$ cat config.mk
export PLATFORM = sky130hd
export DESIGN_NAME = muldiv_sequencer
export DESIGN_NICKNAME = d
export VERILOG_FILES = /design/src/rtl/muldiv_pkg.sv /design/src/rtl/muldiv_step.sv /design/src/rtl/muldiv_sequencer.sv
export SDC_FILE = /design/constraint.sdc
export NUM_CORES = 2
export LEC_CHECK = 0
export CORE_ASPECT_RATIO = 1.25
export CORE_MARGIN = 10
export CORE_UTILIZATION = 35
export DETAILED_ROUTE_END_ITERATION = 8
export PLACE_DENSITY_LB_ADDON = 0.2
export SETUP_SLACK_MARGIN = 0.15
export SYNTH_ARGS = -nofsm -noshare
export SYNTH_HDL_FRONTEND = slang
export SYNTH_HIERARCHICAL = 1
export SYNTH_SLANG_ARGS = --single-unit
$ cat constraint.sdc
create_clock -name clk -period 17.1 [get_ports clk]
set_input_delay 5.13 -clock clk [delete_from_list [all_inputs] [get_ports clk]]
set_output_delay 5.13 -clock clk [all_outputs]
set_load 0.01 [all_outputs]
$ cat src/rtl/muldiv_pkg.sv
// Shared opcodes, FSM encoding and flag bit positions for the multi-cycle mul/div sequencer.
package muldiv_pkg;

  localparam int CNT_W = 6;

  localparam logic [3:0] OP_MUL = 4'b0110;
  localparam logic [3:0] OP_MLA = 4'b0111;
  localparam logic [3:0] OP_MLS = 4'b1000;
  localparam logic [3:0] OP_DIV = 4'b1001;

  typedef enum logic [2:0] {
    ST_IDLE = 3'd0,
    ST_PREP = 3'd1,
    ST_ITER = 3'd2,
    ST_FIX  = 3'd3,
    ST_DONE = 3'd4
  } state_t;

  // Flags = {DivZero, N, Z}
  localparam int FLAG_Z  = 0;
  localparam int FLAG_N  = 1;
  localparam int FLAG_DZ = 2;

  function automatic logic is_legal_op(input logic [3:0] op);
    return (op == OP_MUL) || (op == OP_MLA) || (op == OP_MLS) || (op == OP_DIV);
  endfunction

endpackage

$ cat src/rtl/muldiv_step.sv
// One combinational iteration: a shift-add multiply step and a restoring divide step side by side.
// The sequencer selects which result to register based on the latched op.
module muldiv_step #(
  parameter int WIDTH = 32
) (
  input  logic [2*WIDTH-1:0] i_acc,
  input  logic [2*WIDTH-1:0] i_mcand,
  input  logic [WIDTH-1:0]   i_mplier,
  input  logic [WIDTH-1:0]   i_rem,
  input  logic [WIDTH-1:0]   i_quo,
  input  logic [WIDTH-1:0]   i_divisor,
  output logic [2*WIDTH-1:0] o_acc,
  output logic [2*WIDTH-1:0] o_mcand,
  output logic [WIDTH-1:0]   o_mplier,
  output logic [WIDTH-1:0]   o_rem,
  output logic [WIDTH-1:0]   o_quo
);

  logic [WIDTH:0] w_shift;
  logic           w_ge;

  // Remainder shifts left taking the next dividend bit from the top of the quotient register.
  assign w_shift = {i_rem, i_quo[WIDTH-1]};
  assign w_ge    = (w_shift >= {1'b0, i_divisor});

  always_comb begin
    o_acc    = i_mplier[0] ? (i_acc + i_mcand) : i_acc;
    o_mcand  = i_mcand << 1;
    o_mplier = i_mplier >> 1;
    if (w_ge) begin
      o_rem = WIDTH'(w_shift - {1'b0, i_divisor});
      o_quo = {i_quo[WIDTH-2:0], 1'b1};
    end else begin
      o_rem = w_shift[WIDTH-1:0];
      o_quo = {i_quo[WIDTH-2:0], 1'b0};
    end
  end

endmodule

$ cat src/rtl/muldiv_sequencer.sv
// Iterative MUL/MLA/MLS/DIV sequencer holding the pipeline with Stall until Done.
// MULDIV_EARLY_TERM_EN: multiply iterations stop once the remaining multiplier bits are zero.
module muldiv_sequencer
  import muldiv_pkg::*;
#(
  parameter int WIDTH = 32
) (
  input  logic             clk,
  input  logic             reset,
  input  logic             Start,
  input  logic             Flush,
  input  logic [3:0]       ALUControl,
  input  logic             Unsigned,
  input  logic             Long,
  input  logic [WIDTH-1:0] a,
  input  logic [WIDTH-1:0] b,
  input  logic [WIDTH-1:0] c,
  input  logic [WIDTH-1:0] d,
  output logic             Busy,
  output logic             Stall,
  output logic             Done,
  output logic [WIDTH-1:0] Result,
  output logic [WIDTH-1:0] Result2,
  output logic [2:0]       Flags
);

  state_t r_state, w_next;

  logic [3:0]         r_op;
  logic               r_uns, r_long;
  logic [WIDTH-1:0]   r_a, r_b, r_c, r_d;
  logic               r_res_sign, r_div_sign;
  logic [CNT_W-1:0]   r_cnt;
  logic [2*WIDTH-1:0] r_acc, r_mcand;
  logic [WIDTH-1:0]   r_mplier, r_rem, r_quo;
  logic [WIDTH-1:0]   r_result, r_result2;
  logic [2:0]         r_flags;

  logic               w_accept;
  logic               w_a_neg, w_b_neg;
  logic [WIDTH-1:0]   w_abs_a, w_abs_b;
  logic               w_is_div;
  logic               w_last_iter;
  logic               w_early_exit, w_prep_skip;
  logic [2*WIDTH-1:0] w_acc_n, w_mcand_n;
  logic [WIDTH-1:0]   w_mplier_n, w_rem_n, w_quo_n;
  logic [2*WIDTH-1:0] w_prod, w_full;
  logic               w_wide;
  logic [WIDTH-1:0]   w_fix_res, w_fix_res2;
  logic [2:0]         w_fix_flags;

  assign w_accept = (r_state == ST_IDLE) && Start && is_legal_op(ALUControl);
  assign w_is_div = (r_op == OP_DIV);

  assign w_a_neg = !r_uns && r_a[WIDTH-1];
  assign w_b_neg = !r_uns && r_b[WIDTH-1];
  assign w_abs_a = w_a_neg ? (-r_a) : r_a;
  assign w_abs_b = w_b_neg ? (-r_b) : r_b;

  assign w_last_iter = (r_cnt == CNT_W'(WIDTH - 1));

`ifdef MULDIV_EARLY_TERM_EN
  assign w_early_exit = !w_is_div && (w_mplier_n == '0);
  assign w_prep_skip  = !w_is_div && (w_abs_b == '0);
`else
  assign w_early_exit = 1'b0;
  assign w_prep_skip  = 1'b0;
`endif

  muldiv_step #(.WIDTH(WIDTH)) u_step (
    .i_acc     (r_acc),
    .i_mcand   (r_mcand),
    .i_mplier  (r_mplier),
    .i_rem     (r_rem),
    .i_quo     (r_quo),
    .i_divisor (r_mplier),
    .o_acc     (w_acc_n),
    .o_mcand   (w_mcand_n),
    .o_mplier  (w_mplier_n),
    .o_rem     (w_rem_n),
    .o_quo     (w_quo_n)
  );

  always_ff @(posedge clk or negedge reset) begin
    if (!reset) begin
      r_state <= ST_IDLE;
    end else begin
      r_state <= w_next;
    end
  end

  always_comb begin
    w_next = r_state;
    if (Flush && (r_state != ST_IDLE)) begin
      w_next = ST_IDLE;
    end else begin
      case (r_state)
        ST_IDLE: if (w_accept) w_next = ST_PREP;
        ST_PREP: w_next = w_prep_skip ? ST_FIX : ST_ITER;
        ST_ITER: if (w_last_iter || w_early_exit) w_next = ST_FIX;
        ST_FIX:  w_next = ST_DONE;
        ST_DONE: w_next = ST_IDLE;
        default: w_next = ST_IDLE;
      endcase
    end
  end

  assign Busy  = (r_state != ST_IDLE);
  assign Done  = (r_state == ST_DONE);
  assign Stall = (Start && (r_state == ST_IDLE)) || (Busy && !Done);

  // Sign correction and accumulate/subtract, evaluated during FIX.
  always_comb begin
    w_prod      = r_res_sign ? (-r_acc) : r_acc;
    w_full      = '0;
    w_wide      = r_long && ((r_op == OP_MUL) || (r_op == OP_MLA));
    w_fix_res   = '0;
    w_fix_res2  = '0;
    w_fix_flags = '0;
    case (r_op)
      OP_MUL:  w_full = w_prod;
      OP_MLA:  w_full = w_prod + (r_long ? {r_d, r_c} : {{WIDTH{1'b0}}, r_c});
      OP_MLS:  w_full = {{WIDTH{1'b0}}, r_c - w_prod[WIDTH-1:0]};
      default: w_full = '0;
    endcase
    if (w_is_div) begin
      if (r_b == '0) begin
        w_fix_res            = '0;
        w_fix_res2           = r_a;
        w_fix_flags[FLAG_DZ] = 1'b1;
      end else begin
        w_fix_res  = r_res_sign ? (-r_quo) : r_quo;
        w_fix_res2 = r_div_sign ? (-r_rem) : r_rem;
      end
      w_fix_flags[FLAG_N] = w_fix_res[WIDTH-1];
      w_fix_flags[FLAG_Z] = (w_fix_res == '0);
    end else begin
      w_fix_res  = w_full[WIDTH-1:0];
      w_fix_res2 = w_wide ? w_full[2*WIDTH-1:WIDTH] : '0;
      if (w_wide) begin
        w_fix_flags[FLAG_N] = w_full[2*WIDTH-1];
        w_fix_flags[FLAG_Z] = (w_full == '0);
      end else begin
        w_fix_flags[FLAG_N] = w_fix_res[WIDTH-1];
        w_fix_flags[FLAG_Z] = (w_fix_res == '0);
      end
    end
  end

  always_ff @(posedge clk or negedge reset) begin
    if (!reset) begin
      r_op       <= '0;
      r_uns      <= 1'b0;
      r_long     <= 1'b0;
      r_a        <= '0;
      r_b        <= '0;
      r_c        <= '0;
      r_d        <= '0;
      r_res_sign <= 1'b0;
      r_div_sign <= 1'b0;
      r_cnt      <= '0;
      r_acc      <= '0;
      r_mcand    <= '0;
      r_mplier   <= '0;
      r_rem      <= '0;
      r_quo      <= '0;
      r_result   <= '0;
      r_result2  <= '0;
      r_flags    <= '0;
    end else begin
      case (r_state)
        ST_IDLE: begin
          if (w_accept) begin
            r_op   <= ALUControl;
            r_uns  <= Unsigned;
            r_long <= Long;
            r_a    <= a;
            r_b    <= b;
            r_c    <= c;
            r_d    <= d;
          end
        end
        ST_PREP: begin
          // r_mplier doubles as the divisor; r_quo starts as the dividend and fills with quotient bits.
          r_res_sign <= w_a_neg ^ w_b_neg;
          r_div_sign <= w_a_neg;
          r_cnt      <= '0;
          r_acc      <= '0;
          r_mcand    <= {{WIDTH{1'b0}}, w_abs_a};
          r_mplier   <= w_abs_b;
          r_rem      <= '0;
          r_quo      <= w_abs_a;
        end
        ST_ITER: begin
          r_cnt <= r_cnt + 1'b1;
          if (w_is_div) begin
            r_rem <= w_rem_n;
            r_quo <= w_quo_n;
          end else begin
            r_acc    <= w_acc_n;
            r_mcand  <= w_mcand_n;
            r_mplier <= w_mplier_n;
          end
        end
        ST_FIX: begin
          if (!Flush) begin
            r_result  <= w_fix_res;
            r_result2 <= w_fix_res2;
            r_flags   <= w_fix_flags;
          end
        end
        default: ;
      endcase
    end
  end

  assign Result  = r_result;
  assign Result2 = r_result2;
  assign Flags   = r_flags;

endmodule

### Word level (Yosys, flattened, before mapping)

Cells that the tools add are included.

| word-level totals | value |
|---|---|
| memory bits (read-only) | 0 |
| output and inout port bits | 70 |
| memory bits (writable) | 0 |
| memories | 0 |
| bits in registers | 436 |
| bits of input ports | 138 |
| word-level logic and storage cells | 112 |
| latch bits | 0 |

| operators by class | value |
|---|---|
| equal/unequal tests | 18 |
| $add $sub $neg | 10 |
| reductions and logical operators | 27 |
| $lt $le $gt $ge | 1 |
| bitwise operators | 2 |
| divide/modulo/power cells | 0 |
| multipliers | 0 |
| shift-type cells | 0 |
| multiplexer cells | 35 |

Operators with widths:

| kind | number |
|---|---|
| 32-bit two-way mux | 14 |
| 64-bit two-way mux | 5 |
| 64-bit case mux with 2 select lines | 2 |
| 32-bit case mux with 2 select lines | 3 |
| 64-bit case mux with 3 select lines | 1 |
| 64-bit adder | 2 |
| 32-bit negator | 4 |
| 32-bit zero test | 3 |
| 64-bit zero test | 1 |
| 64-bit negator | 1 |
| 32-bit subtractor | 2 |
| 33-bit by 32-bit greater-or-equal comparator with 1-bit output | 1 |
| 4-bit by 3-bit == test with 1-bit output, second input constant | 4 |
| 4-bit == test, second input constant | 4 |
| 3-bit case mux with 4 select lines | 1 |
| 6-bit case mux with 2 select lines | 1 |
| 2-bit AND reduction | 5 |
| 3-bit two-way mux | 3 |
| 1-bit logical AND | 7 |
| 6-bit by 1-bit adder with 6-bit output, second input constant | 1 |
| 3-bit by 2-bit == test with 1-bit output, second input constant | 2 |
| 6-bit by 5-bit == test with 1-bit output, second input constant | 1 |
| 2-bit inequality test, second input constant | 3 |
| 1-bit logical OR | 5 |
| 13 further kinds | 17 |

### Depth between registers and ports, before layout

| logic depth | value |
|---|---|
| word-level depth | 8 |
| gate-level depth with buffers | 26 |
| mapped depth without buffers | 24 |

### Cells and area by module

The synthesis kept the hierarchy.

By module, submodules not included:

| module | area each (µm²) | seq. area each (µm²) | cells an instance | times used |
|---|---|---|---|---|
| muldiv_sequencer | 29764.8 | 10910.5 | 3561 | 1 |
| muldiv_step | 8032.7 | 0.0 | 1138 | 1 |

### Worst setup path after synthesis

No wires, ideal clock.

| timing | value |
|---|---|
| path kind | input -> output |
| start point | input Start |
| end point | output Stall |
| required time | 11970 ps |
| setup slack | 6388 ps |
| buffers on the path | 0 |
| stages | 3 |
| data arrival time | 5582 ps |
| path through | inv_1 > nor2_1 > or3_1 |

| on the way | value |
|---|---|
| cells in the longest elaborated chain, start to end | 2 |

RTL lines:

| element | line | source |
|---|---|---|
| start: declaration | muldiv_sequencer.sv:10 | `input logic Start,` |
| 1-bit logical AND | muldiv_sequencer.sv:110 | `assign Stall = (Start && (r_state == ST_IDLE)) \|\| (Busy && !Done);` |
| 1-bit logical OR | muldiv_sequencer.sv:110 |  |
| end: declaration | muldiv_sequencer.sv:20 | `output logic Stall,` |

No other way between the ends.

### Worst setup path in the final report

Ends and elaborated chain as after synthesis.

==> flow_summary.ini <==
[outcome]
outcome = complete, no violations

[pwr]
p_int_mw = 3.871
leakagePower_nw = 17.70
ir_drop_mv = 0.1092
p_switching_mw = 3.976
combPwrFrac = 0.619
power.density_nw_per_um2 = 187.1
pwr-share-seq = 0.224
p_clk_frac = 0.157
swShare = 0.5067
total_power_mw = 7.846

[timing]
fmax_ghz = 0.08415
skew_ns = 0.04503
final_max_slew_viol_count = 0
final-hold-violation-count = 0
setup_viol = 0
fin_crit_ns = 11.88
finalSetupTns_ns = 0
rsz0062_at_grt = no
fin_ws_ns = 5.217
worstMarginPinSlew_ns = 1.190
slew_headroom = 0.1994
fin_crit_sh = 0.6949
fin_hold_ws_ns = 0.4789

[global_routing]
gr-usage-all-layers = 0.2283
antenna_found_initial = 3
overflow = 0
grt_max_degree = 161
grt_pass1_wl_um = 215500
grt_pass1_vias = 33698

[worst_setup_path]
cp_num_buf_inv = 4
r2r-start = r_acc[4]$_DFFE_PN0P_
cp-start-kind = input port
crit_chain = clkdlybuf4s50_1 > inv_1 > nor2_1 > buf_4 > or3_1 > clkdlybuf4s50_1
max_stage_delay_ns = 0.56
cp.required_ns = 11.97
crit_start = Start
slowest_stage = clkdlybuf4s50_1
worstSetupPathType = input port to primary output
crit_arrival_ns = 6.75
cpMostUsedCell = clkdlybuf4s50_1
crit_family = buffers and inverters
cp-end-kind = primary output
critPathMaxFanout = 3

[place]
placed_area_um2 = 40070
place_ws_ns = 5.187
gp_congestion = 0.9617
hpwl_um = 111800
dp_cells = 5986
io_buffers = 207

[floorplanning]
dieHeight_um = 387.4
rows = 134
fp.coreArea_um2 = 107000
die_w_um = 313.9
start_util = 0.3534
die_area_um2 = 121600
ioPinCount = 208

[clock_network]
postCtsHoldBufs = 0
cts_root_buf = clkbuf_16
htreeDepth = 2
cts_inserted_buffers = 55
ctsResizeCount = 0
clk_path_buf_depth = 3
clk_pin_slew_ns = 0.05
cts_setup_buffers = 0
clock_latency_ns = 0.68
cts_tree = built
cts_sinks = 436

[synth]
synth-edff-count = 0
ys_ff_latch = 436
syn_inst = 4699
yosys_warnings = 6
avgSynthCellArea_um2 = 8.044
syn_area_um2 = 37800
ys_types = 125
ys_seq_area_frac = 0.2887
ys.flop_type = dfrtp_1
synthArstFlopShare = 1.000

[route]
viasPerCell = 5.761
wl_per_cell_um = 23.70
dr.first_iter.drc_count = 3141
via_count = 35058
final_antenna_net_count = 0
drt_wl_total_um = 144200
drc = 0
drt_pass1_iterations = 6

[finish]
finalNonFillerCells = 6085
final_area_um2 = 41940
fin_util = 0.3921
nNetsFinal = 4952
synthToLayoutAreaGrowth_pct = 10.97
drive_gt1_frac = 0.09708

[flow_run]
max_cap_viol_count = 0

[min_path]
hold_path_class = flop to flop
hp-start = Result2[4]$_DFFE_PN0P_
-- layer usage --
| metal | part of all wire | up-vias | GRT usage |
|---|---|---|---|
| met5 | 0.000090 | - | 0 |
| met4 | 0.053 | 2 | 0.1128 |
| met1 | 0.42 | 17060 | 0.2796 |
| li1 | - | 16592 | - |
| met3 | 0.054 | 251 | 0.03300 |
| met2 | 0.48 | 1153 | 0.3873 |
-- power by group through the flow --
stage	Clock, mW	Sequential, mW	Combinational (mW)
after detailed placement	0	1.77	4.75
after global routing	1.30	1.79	5.31
after CTS	1.26	1.75	4.78
after global placement	0	1.76	4.73
final	1.23	1.76	4.86
after floorplan	0	1.56	3.64
-- layout make-up --
cell class	instances	area (um^2)
clock buffer	77	1559
multi-input combinational	3693	24270
fill	11166	65020
sequential	436	10910
timing repair buffer	255	2450
antenna	1	2.502
clock inverter	21	306.5
tap	1428	1787
inverter	174	653.1
-- synth_stat cells (9+ instances only) --
library cell | instances | share of area
and2_1 | 46 | 0.0076
a21oi_1 | 416 | 0.055
and3_1 | 29 | 0.0048
o41ai_1 | 18 | 0.0042
mux2i_1 | 18 | 0.0048
o31a_1 | 13 | 0.0030
nor4_1 | 35 | 0.0058
dfrtp_1 | 436 | 0.29
ha_1 | 195 | 0.065
o221ai_1 | 21 | 0.0049
o21bai_1 | 31 | 0.0062
mux2_2 | 210 | 0.063
o22ai_1 | 14 | 0.0023
nand3b_1 | 10 | 0.0020
or3_1 | 54 | 0.0089
nand3_1 | 65 | 0.0086
a211o_1 | 14 | 0.0032
nor2b_1 | 20 | 0.0033
a221oi_1 | 26 | 0.0060
a21boi_0 | 9 | 0.0018
xnor2_1 | 160 | 0.037
buf_4 | 134 | 0.027
xor2_1 | 129 | 0.030
o21ai_0 | 431 | 0.057
a21o_1 | 67 | 0.013
buf_1 | 11 | 0.0011
a211oi_1 | 32 | 0.0064
buf_2 | 17 | 0.0023
nor2_1 | 365 | 0.036
inv_1 | 173 | 0.017
nor3_1 | 90 | 0.012
nand2b_1 | 46 | 0.0076
clkbuf_1 | 225 | 0.022
o211ai_1 | 33 | 0.0066
or2_2 | 14 | 0.0023
nand2_1 | 602 | 0.060
nand4_1 | 51 | 0.0084
o21a_1 | 55 | 0.011
nor4b_1 | 10 | 0.0023
o31ai_1 | 67 | 0.013
or4_1 | 24 | 0.0048
a31oi_1 | 55 | 0.0091
-- placed cells by master, fill, tap and decap left out, types with 20 or more instances in the layout --
master / netlist / final
and2_1: 46 / 45
nand2_1: 602 / 601
a221oi_1: 26 / 26
nor2b_1: 20 / 20
a31oi_1: 55 / 55
clkbuf_16: 0 / 55
nor2_1: 365 / 359
or4_1: 24 / 24
o21bai_1: 31 / 31
xnor2_1: 160 / 160
buf_4: 134 / 47
nand4_1: 51 / 51
dfrtp_1: 436 / 433
mux2_2: 210 / 210
a21oi_1: 416 / 416
and3_1: 29 / 29
o21ai_0: 431 / 431
a211oi_1: 32 / 32
xor2_1: 129 / 129
or3_1: 54 / 54
o21a_1: 55 / 55
o211ai_1: 33 / 33
nand3_1: 65 / 64
nor3_1: 90 / 90
inv_1: 173 / 172
o221ai_1: 21 / 21
clkdlybuf4s50_1: 0 / 206
ha_1: 195 / 195
a21o_1: 67 / 67
o31ai_1: 67 / 67
nor4_1: 35 / 35
nand2b_1: 46 / 46
-- kinds of logic after synthesis --
logic type | count (synthesis) | synth area share
adder cells (fa/ha/maj) | 199 | 0.06667
AND/OR/NAND/NOR | 1523 | 0.1904
buffers and inverters | 571 | 0.07223
multiplexers | 230 | 0.06852
other | 1 | 0.00009921
flip-flops | 436 | 0.2887
AO/OA/AOI/OAI | 1444 | 0.2427
XOR/XNOR | 295 | 0.07071
-- state kept, by name (all words and copies together), names as in the netlist, 6 cells and up --
register / cells
Result: 32
Result2: 32
r_a: 32
r_acc: 64
r_b: 32
r_c: 32
r_cnt: 6
r_d: 32
r_mcand: 64
r_mplier: 32
r_quo: 32
r_rem: 32
-- worst paths after layout --
kind	to	cells after the start	slack, ns
min in group asynchronous	r_b[26]$_DFFE_PN0P_	1	4.47
max reg2reg	Flags[0]$_DFFE_PN0P_	20	9.70
max in group asynchronous	r_op[0]$_DFFE_PN0P_	3	10.25
min reg2reg	Result2[4]$_DFFE_PN0P_	2	0.48
max	Stall	6	5.22
min	Result2[4]$_DFFE_PN0P_	2	0.48
-- worst register-to-register path, delay by kind of cell, from the launching register on --
kind / cells / cell delay, ns
buf+inv: 1 / 0.10
fa+ha+maj: 1 / 0.37
simple gates: 8 / 3.55
flops: 1 / 0.47
xor+xnor: 1 / 0.49
compound gates: 9 / 2.32
Note: power is estimated with default switching activity, not from simulation.
